## config.mk

```make
export PLATFORM = sky130hd
export DESIGN_NAME = uart_tx_queue
export DESIGN_NICKNAME = d
export VERILOG_FILES = /design/src/rtl/uart_tx_queue.sv
export SDC_FILE = /design/constraint.sdc
export NUM_CORES = 1
export LEC_CHECK = 0
export BUFFER_PORTS_ARGS = -buffer_cell sky130_fd_sc_hd__clkbuf_2
export CAP_MARGIN = 25
export CORE_ASPECT_RATIO = 1.75
export CORE_UTILIZATION = 65
export DETAILED_ROUTE_END_ITERATION = 8
export GPL_ROUTABILITY_DRIVEN = 0
export PLACE_DENSITY = 0.84
export RECOVER_POWER = 50
export SKIP_LAST_GASP = 1
export SYNTH_ARGS = -nofsm -noshare
export SYNTH_HDL_FRONTEND = slang
export SYNTH_SLANG_ARGS = --single-unit
```

## constraint.sdc

```tcl
create_clock -name clk -period 7.95 [get_ports clk]
set_clock_uncertainty 0.15 [all_clocks]
set_input_delay 1.9875 -clock clk [delete_from_list [all_inputs] [get_ports clk]]
set_output_delay 1.9875 -clock clk [all_outputs]
set_load 0.1 [all_outputs]
```

## src/rtl/uart_tx_queue.sv

```systemverilog
// uart_tx_queue: byte FIFO plus issue controller feeding a UART transmitter (start/busy handshake).
// Define UART_TXQ_FLUSH_EN to add a synchronous flush input that empties the queue.
//
// state | meaning
// IDLE  | waiting for a queued byte and an idle transmitter
// ISSUE | byte presented, tx_start held until transmitter reports busy
// DRAIN | transmitter busy with current byte, waiting for it to finish
module uart_tx_queue #(
    parameter  int DEPTH = 16,
    localparam int AW    = $clog2(DEPTH)
) (
    input  logic          clk,
    input  logic          rst_n,
`ifdef UART_TXQ_FLUSH_EN
    input  logic          flush,
`endif
    input  logic [7:0]    s_data,
    input  logic          s_valid,
    output logic          s_ready,
    output logic [7:0]    tx_data_in,
    output logic          tx_start,
    input  logic          tx_busy,
    output logic [AW:0]   level,
    output logic          empty,
    output logic          full
);

    localparam logic [1:0]  ST_IDLE  = 2'd0;
    localparam logic [1:0]  ST_ISSUE = 2'd1;
    localparam logic [1:0]  ST_DRAIN = 2'd2;
    localparam logic [AW:0] FULL_LVL = (AW + 1)'(DEPTH);

    logic [7:0]    mem_q [DEPTH];
    logic [AW-1:0] wptr_q, wptr_d;
    logic [AW-1:0] rptr_q, rptr_d;
    logic [AW:0]   count_q, count_d;
    logic [1:0]    state_q, state_d;
    logic          tx_start_q, tx_start_d;
    logic [7:0]    tx_data_q, tx_data_d;
    logic          flush_w;
    logic          push_w;
    logic          pop_w;

`ifdef UART_TXQ_FLUSH_EN
    assign flush_w = flush;
`else
    assign flush_w = 1'b0;
`endif

    assign empty      = (count_q == '0);
    assign full       = (count_q == FULL_LVL);
    assign level      = count_q;
    // No bypass: a pop in the same cycle does not open a slot while full.
    assign s_ready    = !full && !flush_w;
    assign tx_start   = tx_start_q;
    assign tx_data_in = tx_data_q;

    assign push_w = s_valid && s_ready;
    assign pop_w  = (state_q == ST_IDLE) && !empty && !tx_busy && !flush_w;

    always_comb begin
        wptr_d  = wptr_q;
        rptr_d  = rptr_q;
        count_d = count_q;
        if (flush_w) begin
            wptr_d  = '0;
            rptr_d  = '0;
            count_d = '0;
        end else begin
            if (push_w) begin
                wptr_d = wptr_q + AW'(1);
            end
            if (pop_w) begin
                rptr_d = rptr_q + AW'(1);
            end
            case ({push_w, pop_w})
                2'b10:   count_d = count_q + (AW + 1)'(1);
                2'b01:   count_d = count_q - (AW + 1)'(1);
                default: count_d = count_q;
            endcase
        end
    end

    always_comb begin
        state_d    = state_q;
        tx_start_d = tx_start_q;
        tx_data_d  = tx_data_q;
        case (state_q)
            ST_IDLE: begin
                if (pop_w) begin
                    tx_data_d  = mem_q[rptr_q];
                    tx_start_d = 1'b1;
                    state_d    = ST_ISSUE;
                end
            end
            ST_ISSUE: begin
                if (tx_busy) begin
                    tx_start_d = 1'b0;
                    state_d    = ST_DRAIN;
                end
            end
            ST_DRAIN: begin
                if (!tx_busy) begin
                    state_d = ST_IDLE;
                end
            end
            default: begin
                tx_start_d = 1'b0;
                state_d    = ST_IDLE;
            end
        endcase
    end

    // Storage is not reset; occupancy is tracked solely by the pointers and count.
    always_ff @(posedge clk) begin
        if (push_w) begin
            mem_q[wptr_q] <= s_data;
        end
    end

    always_ff @(posedge clk) begin
        if (!rst_n) begin
            wptr_q     <= '0;
            rptr_q     <= '0;
            count_q    <= '0;
            state_q    <= ST_IDLE;
            tx_start_q <= 1'b0;
            tx_data_q  <= 8'h00;
        end else begin
            wptr_q     <= wptr_d;
            rptr_q     <= rptr_d;
            count_q    <= count_d;
            state_q    <= state_d;
            tx_start_q <= tx_start_d;
            tx_data_q  <= tx_data_d;
        end
    end

endmodule

```

==> results of run 1 <==
-- report_power, final --
part	leakage, µW	internal, µW	switching, µW
registers	0.00135	922	48.3
logic	0.000626	137	480
clock network	0.000296	503	310
total	0.00228	1560	838
-- registers in the layout (all words and copies together) (netlist names) --
name / cells
level: 5
mem_q: 128
rptr_q: 4
state_q: 2
tx_data_in: 8
tx_start: 1
wptr_q: 4
-- per-stage QoR --
stage / hold WS, ns / utilization, %
floorplan: 0.385 / -
global placement: 0.351 / 69.6
detailed placement: 0.357 / 69.6
CTS: 0.371 / 76.3
global route: 0.430 / 76.3
finish: 0.366 / 76.3
-- cells by family (layout without fill, tap and decap cells) --
family	after synthesis	in the layout	synth area share [%]
buffers and inverters	29	68	2.18
and+or+nand+nor	66	66	5.92
DFF	152	152	70.5
muxes	69	69	11.3
xor gates and xnor gates	10	10	1.43
adders and majority gates	10	10	2.16
AOI/OAI and AO/OA	63	63	6.55
-- path summary, 6_finish.rpt --
path | startpoint | endpoint | depth (start not counted)
worst max-delay path | s_valid | level[4] | 9
worst min-delay path | tx_start | tx_start | 2
worst max register to register | level[0] | level[4] | 9
worst min register to register | tx_start | tx_start | 2
-- cell type report --
class | count | area, µm² | share of cell area [%]
well taps | 120 | 150 | 2.16
inverters | 5 | 18.8 | 0.270
flip-flops and latches | 152 | 4330 | 62.3
repair buffers | 31 | 169 | 2.43
clock buffers | 18 | 439 | 6.33
multi-input cells | 218 | 1660 | 23.9
clock inverters | 14 | 176 | 2.54
-- metal layers --
metal	track usage (%)	vias up	routed length, µm
met5	0	-	0
met4	16.6	0	506
met3	6.67	34	639
met2	48.0	149	6870
met1	29.9	1703	4370
li1	-	1589	-
-- tightest hold or removal path: stages (launching register included) --
cell     delay (ns)
dfxtp_1        0.33
a21oi_1        0.06
nor2b_1        0.09
-- cells in the final DEF, fill, tap and decap left out, types with 5 or more instances in the layout --
cell,netlist,final
xnor2_1,7,7
nor3_1,5,5
clkbuf_2,0,17
a21oi_1,11,11
dfxtp_1,24,23
ha_1,9,9
mux2i_1,69,69
inv_1,5,5
clkbuf_1,10,11
edfxtp_1,128,128
nor4_1,9,9
nor2_1,15,15
and2_1,8,6
o21ai_0,11,11
nor2b_1,5,5
clkinv_4,0,7
o22ai_1,32,32
clkbuf_16,0,17
nand2_1,8,8
==> metrics, run 1 <==
Bufs and invs on worst path 2; sequential share of the synthesized area a little over two thirds; WL per Instance approximately 22 µm; most common cell in the netlist edfxtp_1; Rel. slew slack approximately 28%; top cell type's share of synthesized area about 63%; period utilization a little over half; Syn Nets roughly 420; fin cells about 560; RSZ-0062 raised after global routing false; Synth Area per Inst 15.4 µm²; critical path fanouts, max 6; crit path DAT 4.49 ns; CP Cell Sequence clkbuf_1 -> a21boi_0 -> inv_1 -> ha_1 -> fa_1 -> a21o_1 -> a21oi_1 -> mux2i_1 -> mux2i_1; Post-synth EDFFs roughly 130; Placeable Area about 9100 µm²; Final Max Tran Viols 0; Top delay family on crit path compound AO/OA/AOI/OAI gates; Worst-path clk slew roughly 0.060 ns; Critical-path top delay cell a21boi_0; power per cell area about 350 nW/µm²; Die Footprint just under 10000 µm²; Final Cell Area between 6000 and 7000 µm²; Startpoint Class input port; CTS buffer count 17; Die Span X ~75 µm; dpl ws 3.50 ns; Fillers around 580; FP Rows between 40 and 50; initial antenna violation count 0; clk buf depth 2; library cells used by synthesis 37; Synth Flop Type edfxtp_1; CP Data Required Time 8.15 ns; DRC viols 0; vias in the first global route 3409; Post-CTS Setup Repair Bufs 0; Fin. Hold Viols 0; synth top area cells edfxtp_1 63%, mux2i_1 11%, dfxtp_1 7.8%; final setup vio count 0; final wirelength between 10000 and 15000 µm; leading area contributor after synthesis edfxtp_1; Synth top cells by count 128 x edfxtp_1, 69 x mux2i_1, 32 x o22ai_1; CTS-repair resized insts 0; Yosys reg bits between 150 and 200; FFs w/ async S/R, synth 0%; final worst slack 3.66 ns; Synthesis Warnings 0; crit-path most repeated cell mux2i_1; Sum Neg Setup Slack 0 ns; status complete, no violations; root buffer cell clkbuf_16; Initial Utilization between 60% and 70%; via count between 3000 and 4000; Worst-Margin Slew about 1.1 ns; die height ~130 µm; Mapped Cells roughly 400; Reg2Reg Setup Slack around 4.8 ns; layout cells sized above 1 13.5%; WS Path Type in -> reg; Final nets roughly 450; ANT nets after route 0; endpoint class of the critical path flip-flop; maxcap violations 0; overall power 2400 µW; H-tree Lvls 4; Port Buffers 28; Iter 0 DRT Violations about 240; 1st-pass router iterations 5; DP Area between 6000 and 7000 µm²; Netlist Area Pre-Place 6130 µm²; total I/O pin count 29; Clock Latency Late Sink around 0.42 ns; largest net degree at the start of global routing 67; DP HPWL between 7000 and 8000 µm; first-pass GRT wire length around 18000 µm; Area Overhead vs Synth 13.2%; CP peak stage delay 0.71 ns; placed cells 525; Hold Buf Count CTS 0; antenna diode count 0; leakage power 0.00228 µW; routed vias/inst ~6.2; Peak Freq ~230 MHz; final worst path period need roughly 4.3 ns; CTS tree done; hold crit path type reg -> reg; total global-route track usage around 28%; GRT overflow 0; Sink Count approximately 150; worst vdd ir approximately 0.43 mV
Note: power is estimated with default switching activity, not from simulation.
==> run 2, diff against run 1 <==
CORE_UTILIZATION = 61   (was 65)
PLACE_DENSITY = 0.79   (was 0.84)
clock period = 4.5 ns   (was 7.95 ns; I/O delays follow)
==> metrics, run 2 (same netlist as run 1, synthesis figures left out) <==
status complete, no violations; commonest non-fill, non-tap cell in the layout edfxtp_1; Peak Freq just under 300 MHz; Final Max Tran Viols 0 (unchanged); Initial Utilization 62.7% (-4.8 points); Placeable Area 9790 µm² (+7.7%); CP peak stage delay 0.69 ns (-0.02 ns); Fin. Hold Viols 0 (unchanged); GRT overflow 0 (unchanged); power per cell area 604 nW/µm² (+75%); root buffer cell clkbuf_16; Worst-path clk slew 0.06 ns (about the same); Die Footprint 10500 µm² (+6.4%); first-pass GRT wire length 18100 µm (-1.5%); Critical-path top delay cell or4_1; largest net degree at the start of global routing 52 (-22%); DRC viols 0 (unchanged); CTS-repair resized insts 0 (unchanged); most frequent cells in the layout 128 x edfxtp_1, 69 x mux2i_1, 32 x o22ai_1; initial antenna violation count 0 (unchanged); routed vias/inst 6.01 (-3.5%); CTS tree done; Worst-Margin Slew 1.01 ns (-0.0589 ns); sw power 1430 µW (+70%); worst vdd ir 0.856 mV (+98%); CTS buffer count 17 (unchanged); dpl ws 0.933 ns (-2.56 ns); Hold Path Sink tx_start; HP Start tx_start; Clk pwr share 33.0% (-0.9 points); Sink Count 152 (unchanged); DP HPWL 7780 µm (-0.91%); Hold Buf Count CTS 0 (unchanged); Clock Latency Late Sink 0.41 ns (about the same); vias in the first global route 3425 (+0.47%); combinational share of power 25.9% (+0.2 points); Hold Slack 0.368 ns (+0.00124 ns); endpoint class of the critical path output pin; Reg2Reg Setup Slack 1.41 ns (-3.34 ns); Fillers 642 (+11%); die height 135 µm (+3.2%); Sum Neg Setup Slack 0 ns (unchanged); FP Rows 48 (+4.3%); total I/O pin count 29 (unchanged); period utilization around three quarters; Port Buffers 28 (unchanged); total global-route track usage 24.6% (-3.1 points); maxcap violations 0 (unchanged); WHS Path Cells 2 (unchanged); CP Cell Sequence or4_1 -> nor2_1 -> clkbuf_2; H-tree Lvls 4 (unchanged); fin util 70.5% (-5.9 points); via count 3390 (-2.4%); sequential share of power 41.1% (+0.7 points); RSZ-0062 raised after global routing false; crit path DAT 2.10 ns (-2.39 ns); final worst path period need about 3.4 ns; internal power 2740 µW (+76%); Die Span X 77.8 µm (+3.1%); final wirelength 11900 µm (-3.8%); Largest register FFs 128 (unchanged); Startpoint Class flip-flop; Iter 0 DRT Violations 187 (-23%); Net Sw Frac 34.2% (-0.71 points); Final nets 448 (+0.22%); hold crit path type reg -> reg; CP Data Required Time 3.22 ns (-4.93 ns); final worst slack 1.13 ns (-2.53 ns); Critical R2R Launch level[0]; layout cells sized above 1 12.5% (-0.94 points); clk buf depth 2 (unchanged); ANT nets after route 0 (unchanged); WL per Instance 21.1 µm (-4.8%); antenna diode count 0 (unchanged); critical path fanouts, max 6 (unchanged); worst r2r dst level[4]; leakage power 0.00227 µW (-0.34%); final setup vio count 0 (unchanged); 1st-pass router iterations 4 (-1); CP Launch Point level[0]; Rel. slew slack 32.4% (+4.5 points); WS Path Type reg -> out; Post-CTS Setup Repair Bufs 0 (unchanged); R2R depth 9 (unchanged); Area Overhead vs Synth 12.5%; most flop-heavy register mem_q
run 2: changes by cell type in the layout (fill, tap and decap cells not counted), moves of 2 or more:
cell / change
clkinv_4: -7
buf_4: +2
clkinv_1: +2
clkbuf_1: +2
clkinv_2: +3
run 2: worst max path at each step:
stage / cells past startpoint / to
floorplan: 3 / empty
global placement: 9 / level[4]
detailed placement: 9 / level[4]
CTS: 4 / full
global route: 9 / level[4]
finish: 3 / empty
run 2: power by group through the flow:
stage	Sequential (µW)	Combinational [µW]	Clock, µW
finish	1710	1080	1370
global placement	1740	1080	0
detailed placement	1740	1090	0
floorplan	2120	526	0
global route	1730	1140	1440
CTS	1710	1100	1380
run 2: area by class of cell:
| class | count | area [µm²] | share of cell area, % |
|---|---|---|---|
| Tap cell | 125 | 156 | 2.27 |
| Sequential cell | 152 | 4330 | 62.7 |
| Timing Repair Buffer | 32 | 158 | 2.29 |
| Clock inverter | 11 | 130 | 1.89 |
| Multi-Input combinational cell | 218 | 1660 | 24.0 |
| Inverter | 5 | 18.8 | 0.272 |
| Clock buffer | 21 | 450 | 6.53 |
run 2: layer usage:
layer	vias to the layer above	track usage, %	wire length [µm]
li1	1592	-	-
met1	1670	25.9	4400
met2	113	46.0	6780
met3	15	6.15	513
met4	0	10.1	215
met5	-	0	0
run 2: critical path: cells and delay by family (launching register included):
kind | cells | cell delay [ns]
buffers and inverters | 1 | 0.47
AND/OR/NAND/NOR | 2 | 0.84
flip-flops | 1 | 0.37
run 2: per-stage QoR:
| step | total power (µW) | area [µm²] | cells |
|---|---|---|---|
| 2_1_floorplan | 2640 | 6130 | 399 |
| 3_3_place_gp | 2810 | 6350 | 532 |
| 3_5_place_dp | 2830 | 6350 | 532 |
| 4_1_cts | 4190 | 6930 | 564 |
| 5_1_grt | 4310 | 6900 | 564 |
| 6_report | 4170 | 6900 | 564 |
==> run 3, diff against run 2 <==
CORE_UTILIZATION = 55   (was 61)
PLACE_DENSITY = 0.75   (was 0.79)
clock period = 3.1 ns   (was 4.5 ns; I/O delays follow)
==> metrics, run 3 (same netlist as run 1, synthesis figures left out) <==
status complete, no violations; layout cells sized above 1 16.3% (+3.7 points); Sink Count 152 (unchanged); Largest register FFs 128 (unchanged); DP HPWL 8080 µm (+3.8%); fin cells 585 (+3.7%); FP Rows 50 (+4.2%); Hold Slack 0.375 ns (+0.00777 ns); Die Span X 81.8 µm (+5.2%); WS Path Type reg -> out; clk buf depth 2 (unchanged); Final nets 464 (+3.6%); Startpoint Class flip-flop; Worst-Margin Slew 1.03 ns (+0.0154 ns); 1st-pass router iterations 4 (unchanged); ANT nets after route 0 (unchanged); vias in the first global route 3493 (+2.0%); Placeable Area 10800 µm² (+9.9%); Reg2Reg Setup Slack 0.24 ns (-1.17 ns); Rel. slew slack 31.4% (-1.0 points); Worst-path clk slew 0.06 ns (about the same); DP Area 6500 µm² (+2.4%); leakage power 0.00234 µW (+3.3%); Initial Utilization 57.0% (-5.7 points); H-tree Lvls 4 (unchanged); first-pass GRT wire length 18500 µm (+2.3%); initial antenna violation count 0 (unchanged); total I/O pin count 29 (unchanged); root buffer cell clkbuf_16; Port Buffers 28 (unchanged); total global-route track usage 23.1% (-1.6 points); WL per Instance 20.8 µm (-1.4%); most frequent cells in the layout 128 x edfxtp_1, 69 x mux2i_1, 32 x o22ai_1; Sum Neg Setup Slack 0 ns (unchanged); Area Overhead vs Synth 15.5%; CTS buffer count 17 (unchanged); endpoint class of the critical path output pin; CTS-repair resized insts 0 (unchanged); crit path DAT 1.97 ns (-0.13 ns); power per cell area 883 nW/µm² (+46%); CP Cell Sequence or4_4 -> nor2_2 -> clkbuf_2; Multi-input gate area 1670 µm² (+0.53%); hold crit path type reg -> reg; Final Cell Area 7080 µm² (+2.6%); Die Footprint 11600 µm² (+11%); Fillers 797 (+24%); Critical-path top delay cell or4_4; antenna diode count 0 (unchanged); placed cells 553 (+3.9%); CP peak stage delay 0.63 ns (-0.06 ns); Final Max Tran Viols 0 (unchanged); worst vdd ir 1.04 mV (+21%); Post-CTS Setup Repair Bufs 0 (unchanged); commonest non-fill, non-tap cell in the layout edfxtp_1; maxcap violations 0 (unchanged); critical path fanouts, max 6 (unchanged); largest net degree at the start of global routing 28 (-46%); Hold Buf Count CTS 0 (unchanged); final wirelength 12200 µm (+2.3%); final setup vio count 0 (unchanged); Fin. Hold Viols 0 (unchanged); routed vias/inst 5.82 (-3.2%); die height 142 µm (+5.2%); DRC viols 0 (unchanged); most flop-heavy register mem_q; final worst path period need around 2.9 ns; Iter 0 DRT Violations 267 (+43%); RSZ-0062 raised after global routing false; Reg area 4330 µm² (+0.12%); Peak Freq 345 MHz; CP Data Required Time 2.17 ns (-1.05 ns); period utilization 93.5%; CTS tree done; via count 3404 (+0.41%); GRT overflow 0 (unchanged); Clock Latency Late Sink 0.41 ns (about the same)
run 3: per-stage QoR:
stage	setup slack [ns]	utilization, %	power [µW]
after floorplan	0.0183	-	3860
after global placement	0.177	60.4	4150
after detailed placement	0.0619	60.4	4200
after CTS	0.212	66.2	6310
after global routing	0.107	65.8	6450
final	0.200	65.8	6260
run 3: per-layer routing:
metal  routed length (µm)  up-vias  GRT usage (%)
li1                     -     1623              -
met1                 4520     1661           25.1
met2                 6760       96           40.8
met3                  560       24           6.11
met4                  339        0           9.97
met5                    0        -              0
run 3: area by class of cell:
cell class	instances	share of cell area, %
tap	130	2.30
timing repair buffer	48	3.85
clock inverter	9	2.07
multi-input combinational	218	23.5
clock buffer	23	6.75
inverter	5	0.318
sequential	152	61.2
run 3: worst paths after layout:
| path | from | cells past startpoint | endpoint |
|---|---|---|---|
| setup reg to reg | level[0] | 9 | level[4] |
| setup / recovery | level[0] | 3 | empty |
| hold reg to reg | level[3] | 2 | level[3] |
| hold / removal | level[3] | 2 | level[3] |
run 3: power breakdown:
group	switching [µW]	internal, µW
Sequential	126	2370
Combinational	1270	369
Clock	726	1400
Total	2120	4140
run 3: worst max-delay path, delay by kind of cell (launching register included):
| family | cells | cell delay (ns) |
|---|---|---|
| AND/OR/NAND/NOR | 2 | 0.73 |
| flip-flops | 1 | 0.38 |
| buffers and inverters | 1 | 0.45 |
